`src/rtl/square_unit_pkg.sv`:
```
// Shared definitions for the iterative squarer: FSM encoding and default root width.
// Latency: n/a (types and constants only).
// Backpressure: n/a.
package square_unit_pkg;

    localparam int WIDTH_DEFAULT = 8;

    // 2'b11 is unused; the FSM steers it back to IDLE.
    typedef enum logic [1:0] {
        IDLE = 2'b00,
        CALC = 2'b01,
        DONE = 2'b10
    } state_e;

endpackage

```
`src/rtl/square_unit_cla.sv`:
```
// N-bit carry-lookahead adder built from 4-bit lookahead groups, rippling between groups.
// Latency: purely combinational.
// Backpressure: none.
module square_unit_cla #(
    parameter int N = 16            // must be a multiple of 4
) (
    input  logic [N-1:0] a_i,
    input  logic [N-1:0] b_i,
    input  logic         ci_i,
    output logic [N-1:0] s_o,
    output logic         co_o
);

    logic [N-1:0] p;
    logic [N-1:0] g;

    assign p = a_i ^ b_i;
    assign g = a_i & b_i;

    // Each bit's carry is expanded from its group's carry-in and the
    // generate/propagate terms below it; k==4 produces the group carry-out.
    always_comb begin
        logic grp_c;
        logic ck;
        logic term;
        s_o   = '0;
        grp_c = ci_i;
        ck    = 1'b0;
        term  = 1'b0;
        for (int base = 0; base < N; base += 4) begin
            for (int k = 0; k <= 4; k++) begin
                ck = grp_c;
                for (int j = 0; j < k; j++) begin
                    ck = ck & p[base+j];
                end
                for (int j = 0; j < k; j++) begin
                    term = g[base+j];
                    for (int m = j + 1; m < k; m++) begin
                        term = term & p[base+m];
                    end
                    ck = ck | term;
                end
                if (k < 4) begin
                    s_o[base+k] = p[base+k] ^ ck;
                end else begin
                    grp_c = ck;
                end
            end
        end
        co_o = grp_c;
    end

endmodule

```
`src/rtl/square_unit.sv`:
```
// Iterative radix-2 shift-add squarer: W-bit root in, 2W-bit square out.
// Latency: ready_o rises exactly WIDTH edges after the edge that accepts start_i.
// Backpressure: start_i only accepted in IDLE/DONE; requests during CALC are dropped.
module square_unit
    import square_unit_pkg::*;
#(
    parameter int WIDTH = WIDTH_DEFAULT     // even, >= 2
) (
    input  logic                 clk,
    input  logic                 rst_n,
    input  logic                 start_i,
    input  logic [WIDTH-1:0]     root_i,
    output logic [2*WIDTH-1:0]   square_o,
    output logic                 busy_o,
    output logic                 ready_o
);

    localparam int W2    = 2 * WIDTH;
    localparam int CNT_W = $clog2(WIDTH);
    localparam logic [CNT_W-1:0] CNT_LAST = CNT_W'(WIDTH - 1);

    state_e             state_q, state_d;
    logic [W2-1:0]      acc_q, acc_d;
    logic [W2-1:0]      mcand_q, mcand_d;
    logic [W2-1:0]      square_q, square_d;
    logic [WIDTH-1:0]   mult_q, mult_d;
    logic [CNT_W-1:0]   cnt_q, cnt_d;

    logic [W2-1:0]      addend;
    logic [W2-1:0]      acc_sum;
    logic               add_co_unused;

    // Partial product for this iteration: the shifted multiplicand, gated by the current multiplier LSB.
    assign addend = mult_q[0] ? mcand_q : '0;

    // Accumulate adder; the square always fits in 2W bits so the carry-out is never needed.
    square_unit_cla #(.N(W2)) u_cla (
        .a_i  (acc_q),
        .b_i  (addend),
        .ci_i (1'b0),
        .s_o  (acc_sum),
        .co_o (add_co_unused)
    );

    // Next-state logic: load on accepted start, one shift-add per CALC edge, publish on the last one.
    always_comb begin
        state_d  = state_q;
        acc_d    = acc_q;
        mcand_d  = mcand_q;
        mult_d   = mult_q;
        cnt_d    = cnt_q;
        square_d = square_q;
        case (state_q)
            IDLE, DONE: begin
                if (start_i) begin
                    mcand_d = {{WIDTH{1'b0}}, root_i};
                    mult_d  = root_i;
                    acc_d   = '0;
                    cnt_d   = '0;
                    state_d = CALC;
                end
            end
            CALC: begin
                acc_d   = acc_sum;
                mcand_d = mcand_q << 1;
                mult_d  = mult_q >> 1;
                cnt_d   = cnt_q + CNT_W'(1);
                if (cnt_q == CNT_LAST) begin
                    // Result register only ever sees the completed sum.
                    square_d = acc_sum;
                    state_d  = DONE;
                end
            end
            default: begin
                state_d = IDLE;
            end
        endcase
    end

    // State and datapath registers; reset discards any in-flight operation.
    always_ff @(posedge clk or negedge rst_n) begin
        if (!rst_n) begin
            state_q  <= IDLE;
            acc_q    <= '0;
            mcand_q  <= '0;
            mult_q   <= '0;
            cnt_q    <= '0;
            square_q <= '0;
        end else begin
            state_q  <= state_d;
            acc_q    <= acc_d;
            mcand_q  <= mcand_d;
            mult_q   <= mult_d;
            cnt_q    <= cnt_d;
            square_q <= square_d;
        end
    end

    assign square_o = square_q;
    assign busy_o   = (state_q == CALC);
    assign ready_o  = (state_q == DONE);

endmodule

```
`config.mk`:
```
export PLATFORM = sky130hd
export DESIGN_NAME = square_unit
export DESIGN_NICKNAME = d
export VERILOG_FILES = /design/src/rtl/square_unit_pkg.sv /design/src/rtl/square_unit_cla.sv /design/src/rtl/square_unit.sv
export SDC_FILE = /design/constraint.sdc
export NUM_CORES = 1
export LEC_CHECK = 0
export ABC_CLOCK_PERIOD_IN_PS = 7520
export CAP_MARGIN = 15
export CORE_ASPECT_RATIO = 1.5
export CORE_MARGIN = 3
export CORE_UTILIZATION = 35
export CTS_CLUSTER_SIZE = 28
export DETAILED_ROUTE_END_ITERATION = 12
export SLEW_MARGIN = 20
export SYNTH_ARGS = -nofsm -noshare
export SYNTH_HDL_FRONTEND = slang
export SYNTH_HIERARCHICAL = 1
export SYNTH_SLANG_ARGS = --single-unit
```
`constraint.sdc`:
```
create_clock -name clk -period 7.52 [get_ports clk]
set_input_delay 0.752 -clock clk [delete_from_list [all_inputs] [get_ports clk]]
set_output_delay 0.752 -clock clk [all_outputs]
set_load 0.01 [all_outputs]
```
# Word level (Yosys, flattened, before mapping)
# Index checks and enable logic that the tools add are counted.
[word_totals] elab_cells=111 input_bits=11 reg_bits=61 out_inout_bits=18
[classes] muxes=12 reduce_logical=6 add_sub_neg=1 n_eq_ne=5 bitwise=81
[op_table] operator="16-bit case mux with 2 select lines" count=2
[op_table] operator="16-bit two-way mux" count=3
[op_table] operator="1-bit AND" count=32
[op_table] operator="1-bit bitwise OR" count=32
[op_table] operator="8-bit case mux with 2 select lines" count=1
[op_table] operator="16-bit bitwise XOR" count=1
[op_table] operator="15-bit AND" count=1
[op_table] operator="1-bit bitwise XOR" count=15
[op_table] operator="8-bit two-way mux" count=1
[op_table] operator="3-bit case mux with 2 select lines" count=1
[op_table] operator="2-bit AND reduction" count=3
[op_table] operator="2-bit two-way mux" count=2
[op_table] operator="2-bit case mux with 2 select lines" count=1
[op_table] operator="3-bit by 1-bit adder with 3-bit output (second input constant)" count=1
[op_table] operator="3-bit equality test (second input constant)" count=1
[op_table] operator="3-bit two-way mux" count=1
[op_table] operator="2-bit by 1-bit equality test with 1-bit output (second input constant)" count=1
[op_table] operator="2-bit equality test (second input constant)" count=1
[op_table] operator="2-bit logical NOT" count=1
[op_table] operator="2-bit by 1-bit != test with 1-bit output (second input constant)" count=1
[op_table] operator="2-bit != test (second input constant)" count=1
[op_table] operator="2-bit nonzero test" count=1
[op_table] operator="2-bit OR reduction" count=1

# Depth between registers and ports, before layout
[logic_depth] word_depth=32 depth_mapped=20 ltp_nobuf=20

# Cells and area by module
# The synthesis kept the hierarchy.
[modules_own_cells] mod="square_unit" instances=1 seq_area_each_um2=1526.5 area_each_um2=2780.2 cells_per_inst=217
[modules_own_cells] mod="square_unit_cla" instances=1 seq_area_each_um2=0.0 area_each_um2=590.6 cells_per_inst=64

# Worst setup path after synthesis
# OpenSTA, ideal clock, no wires.
[synth_path] kind="reg-to-reg" startpoint="reg mult_q[0]" endpoint="reg acc_q[15]" setup_time_ns=0.121 path_slack_ns=3.845 t_arrival_ns=3.554 period_less_slack_ns=3.675 path_buffers=0 path_stages_with_launch=20 required_time_ns=7.399 path_cell_list="dfrtp_1 > and2_1 > ha_1 > a21oi_1 > nand2_1 > a21o_1 > ha_1 > o211ai_1 > nand2_1 > a21o_1 > ha_1 > o211ai_1 > nand2_1 > a21o_1 > ha_1 > o211ai_1 > nand2_1 > xor2_1 > mux2_2 > a22o_1"
[synth_between] elab_cells_between_ends=51 classes_between="mux: 2; bitwise: 49"
[synth_rtl] element="start: declaration" line="square_unit.sv:26" text="logic [WIDTH-1:0] mult_q, mult_d;"
[synth_rtl] element="start signal: assignment" line="square_unit.sv:93" text="mult_q <= mult_d;"
[synth_rtl] element="16-bit two-way mux *" line="square_unit.sv:34" text="assign addend = mult_q[0] ? mcand_q : '0;"
[synth_rtl] element="via addend[2]" line="square_unit.sv:29" text="logic [W2-1:0] addend;"
[synth_rtl] element="16-bit bitwise XOR" line="square_unit_cla.sv:17" text="assign p = a_i ^ b_i;"
[synth_rtl] element="1-bit AND (2 in series)" line="square_unit_cla.sv:39" text="term = term & p[base+m];"
[synth_rtl] element="1-bit bitwise OR" line="square_unit_cla.sv:41" text="ck = ck | term;"
[synth_rtl] element="1-bit bitwise OR * (2 in series)" line="square_unit_cla.sv:41"
[synth_rtl] element="1-bit AND * (4 in series)" line="square_unit_cla.sv:34" text="ck = ck & p[base+j];"
[synth_rtl] element="1-bit bitwise OR * (4 in series)" line="square_unit_cla.sv:41"
[synth_rtl] element="1-bit AND * (4 in series)" line="square_unit_cla.sv:34"
[synth_rtl] element="1-bit bitwise OR * (4 in series)" line="square_unit_cla.sv:41"
[synth_rtl] element="1-bit AND * (3 in series)" line="square_unit_cla.sv:34"
[synth_rtl] element="1-bit bitwise OR * (3 in series)" line="square_unit_cla.sv:41"
[synth_rtl] element="1-bit bitwise XOR *" line="square_unit_cla.sv:44" text="s_o[base+k] = p[base+k] ^ ck;"
[synth_rtl] element="via acc_sum[15]" line="square_unit.sv:30" text="logic [W2-1:0] acc_sum;"
[synth_rtl] element="16-bit case mux with 2 select lines *" line="square_unit.sv:53" text="case (state_q)"
[synth_rtl] element="end signal: assignment" line="square_unit.sv:84" text="acc_q <= '0;"
[synth_rtl] element="end signal: assignment" line="square_unit.sv:91" text="acc_q <= acc_d;"
[synth_rtl] element="end: declaration" line="square_unit.sv:23" text="logic [W2-1:0] acc_q, acc_d;"
# The timed path passes the listed nets; every way through them passes the cells marked *.
# A chain may end at the register's enable or synchronous reset.

# Final worst setup path
# Same ends and word-level chain as after synthesis.

==> flow_summary.ini <==
[run_status]
status = completed

[final_layout]
area_growth_pct = 19.6
num_antenna_cells = 0
drive_gt1_frac = 0.182
nFillCells = 913
stdcell_count = 426
design_area_sq_mm = 0.00402
nets = 346

[worst_setup_path]
cp_num_buf_inv = 0
cp_slowest_cell = dfrtp_1
cp_data_required_time_ps = 7730
worstSetupEndpointType = register
slowest_delay_ps = 520
crit_start = mult_q[0]$_DFFE_PN0P_
cp_max_fo = 18
ff2ff_setup_slack_ps = 3410
r2r_start = mult_q[0]$_DFFE_PN0P_
crit_cells = 19
r2r_end = acc_q[15]$_DFFE_PN0P_
critPathKind = reg -> reg
worstRegToRegCells = 19
crit_path_end = acc_q[15]$_DFFE_PN0P_
crit_chain = and2_1 -> ha_1 -> a21oi_1 -> nand2_1 -> a21o_1 -> ha_1 -> o211ai_1 -> nand2_1 -> a21o_1 -> ha_1 -> o211ai_1 -> nand2_1 -> a21o_1 -> ha_1 -> o211ai_1 -> nand2_1 -> xor2_1 -> mux2_2 -> a22o_1
crit_arrival_ps = 4320
crit_family = compound AO/OA/AOI/OAI gates
startpoint_type = register

[clock_network]
clk_latency_ps = 330
cts_hold_buf = 0
ctsResizeCount = 0
clock_sinks = 61
cts_buffers = 9
cts_tree = yes
htreeDepth = 3
cts.path.max_buffers = 2
post-cts-setup-buffer-count = 0
cts_root_buf = clkbuf_16
cts.reportedPaths.clkPinSlew_ps = 50

[grt]
antenna_found_initial = 0
grt_pass1_wl_mm = 11.6
grt_max_degree = 62
grt_overflow = 0
grt_pass1_vias = 2366
grtUsageTotal = 0.138

[power_and_ir_drop]
power_density_mw_per_mm2 = 442
switchingPower_uw = 616
clockPowerShare = 0.216
total_power_mw = 1.78
sw_frac_of_total = 0.346
internal_power_mw = 1.16
peakVddDrop_v = 0.000214
comb_power_share = 0.452
pwr-share-seq = 0.333
p_leak_nw = 1.92

[die]
dieWidth_um = 86.0
num_io_pins = 29
rows = 43
fp.coreArea_sq_mm = 0.00931
die_area_sq_mm = 0.0108
die_h_um = 126
floorplan.initialDensity = 0.361

[placement]
io_buffers = 28
dp_cells = 410
dpl.hpwl_mm = 4.51
gp_congestion = 0.736
placed_cell_area_sq_mm = 0.00374
pre_cts_slack_ps = 3410

[detailed_routing]
routed_via_density = 5.20
routed_wl_mm = 6.63
vias = 2216
wire_per_inst_um = 15.6
drt_iter0_drc = 78
drt-met1-wl_mm = 2.82
antenna_left = 0
dr_wl_met3_um = 200
drc = 0
dr.pass1.iters = 4
routed.top_layer = met4
dr_wl_met2_mm = 3.44

[worst_hold_path]
hp-class = reg -> reg
hold_path_startpoint = mult_q[6]$_DFFE_PN0P_

[timing]
period_share = 0.546
fmax_mhz = 244
finalSetupViolCount = 0
rsz0062_at_grt = false
fin_ws_ps = 3410
tns_ps = 0
hold_violations = 0
final.setup_skew_ps = 6.24
drv_slew = 0
post-route-min-period_ps = 4110
slew_headroom = 0.421
worst_slew_pin_slew_ps = 868

[logic_synthesis]
synth_area_sq_mm = 0.00336
syn_inst = 280
synth.avg_cell_area_sq_um = 12.0
ys_warn_count = 6

[job]
cap_violations = 0
worst reg2reg max path, stage by stage (launching register included):
cell      delay, ps
dfrtp_1         520
and2_1          240
ha_1            320
a21oi_1         150
nand2_1         100
a21o_1          220
ha_1            200
o211ai_1        200
nand2_1         120
a21o_1          220
ha_1            190
o211ai_1        160
nand2_1         100
a21o_1          220
ha_1            210
o211ai_1        160
nand2_1          80
xor2_1          160
mux2_2          260
a22o_1          180
worst min-delay path by stage:
| stage | end | cells after the start |
|---|---|---|
| 2_1_floorplan | mult_q[6]$_DFFE_PN0P_ | 1 |
| 3_3_place_gp | mult_q[7]$_DFFE_PN0P_ | 1 |
| 3_5_place_dp | mult_q[7]$_DFFE_PN0P_ | 1 |
| 4_1_cts | mult_q[7]$_DFFE_PN0P_ | 1 |
| 5_1_grt | square_o[6]$_DFFE_PN0P_ | 1 |
| 6_report | mult_q[6]$_DFFE_PN0P_ | 1 |
layer usage:
layer	vias up	GRT usage
met3	10	0.0308
met4	0	0.0839
li1	1075	-
met5	-	0
met2	30	0.229
met1	1101	0.160
flip-flops by register name, summed over array words and instances (netlist names):
name / flops
cnt_q: 3
square_o: 16
mcand_q: 16
mult_q: 8
state_q: 2
acc_q: 16
layout make-up:
type,instances,area [sq um],share of cell area
clock buffer,12,256,0.0638
clock inverter,4,22.5,0.00560
inverter,6,22.5,0.00560
multi-input combinational,199,1750,0.435
sequential,61,1530,0.379
tap,112,140,0.0348
timing repair buffer,32,305,0.0759
power by group through the flow:
| stage | Combinational (mW) | Sequential (mW) | Clock [mW] |
|---|---|---|---|
| 2_1_floorplan | 0.596 | 0.576 | 0 |
| 3_3_place_gp | 0.799 | 0.597 | 0 |
| 3_5_place_dp | 0.817 | 0.600 | 0 |
| 4_1_cts | 0.821 | 0.597 | 0.395 |
| 5_1_grt | 0.904 | 0.618 | 0.408 |
| 6_report | 0.803 | 0.592 | 0.384 |
cells in the final DEF, fill, tap and decap left out, drive strengths merged:
cell and count:
dfrtp 61, mux2 43, clkdlybuf4s50 27, and2 22, ha 22, a22o 21
nand2 12, clkbuf 12, a221o 11, nand2b 8, o21ai 8, xor2 7
inv 6, a21o 6, a21oi 6, nor2 6, xnor2 5, buf 5
nor2b 4, o211ai 4, o21a 4, fa 4, clkinv 3, mux2i 2
a211oi 2, conb 2, clkinvlp 1
per-stage QoR:
step | util | hold slack (ps)
floorplan | - | 450
global placement | 0.402 | 465
detailed placement | 0.402 | 469
CTS | 0.432 | 482
global route | 0.432 | 503
finish | 0.432 | 478
No activity file was read; power rests on OpenSTA's default activity.
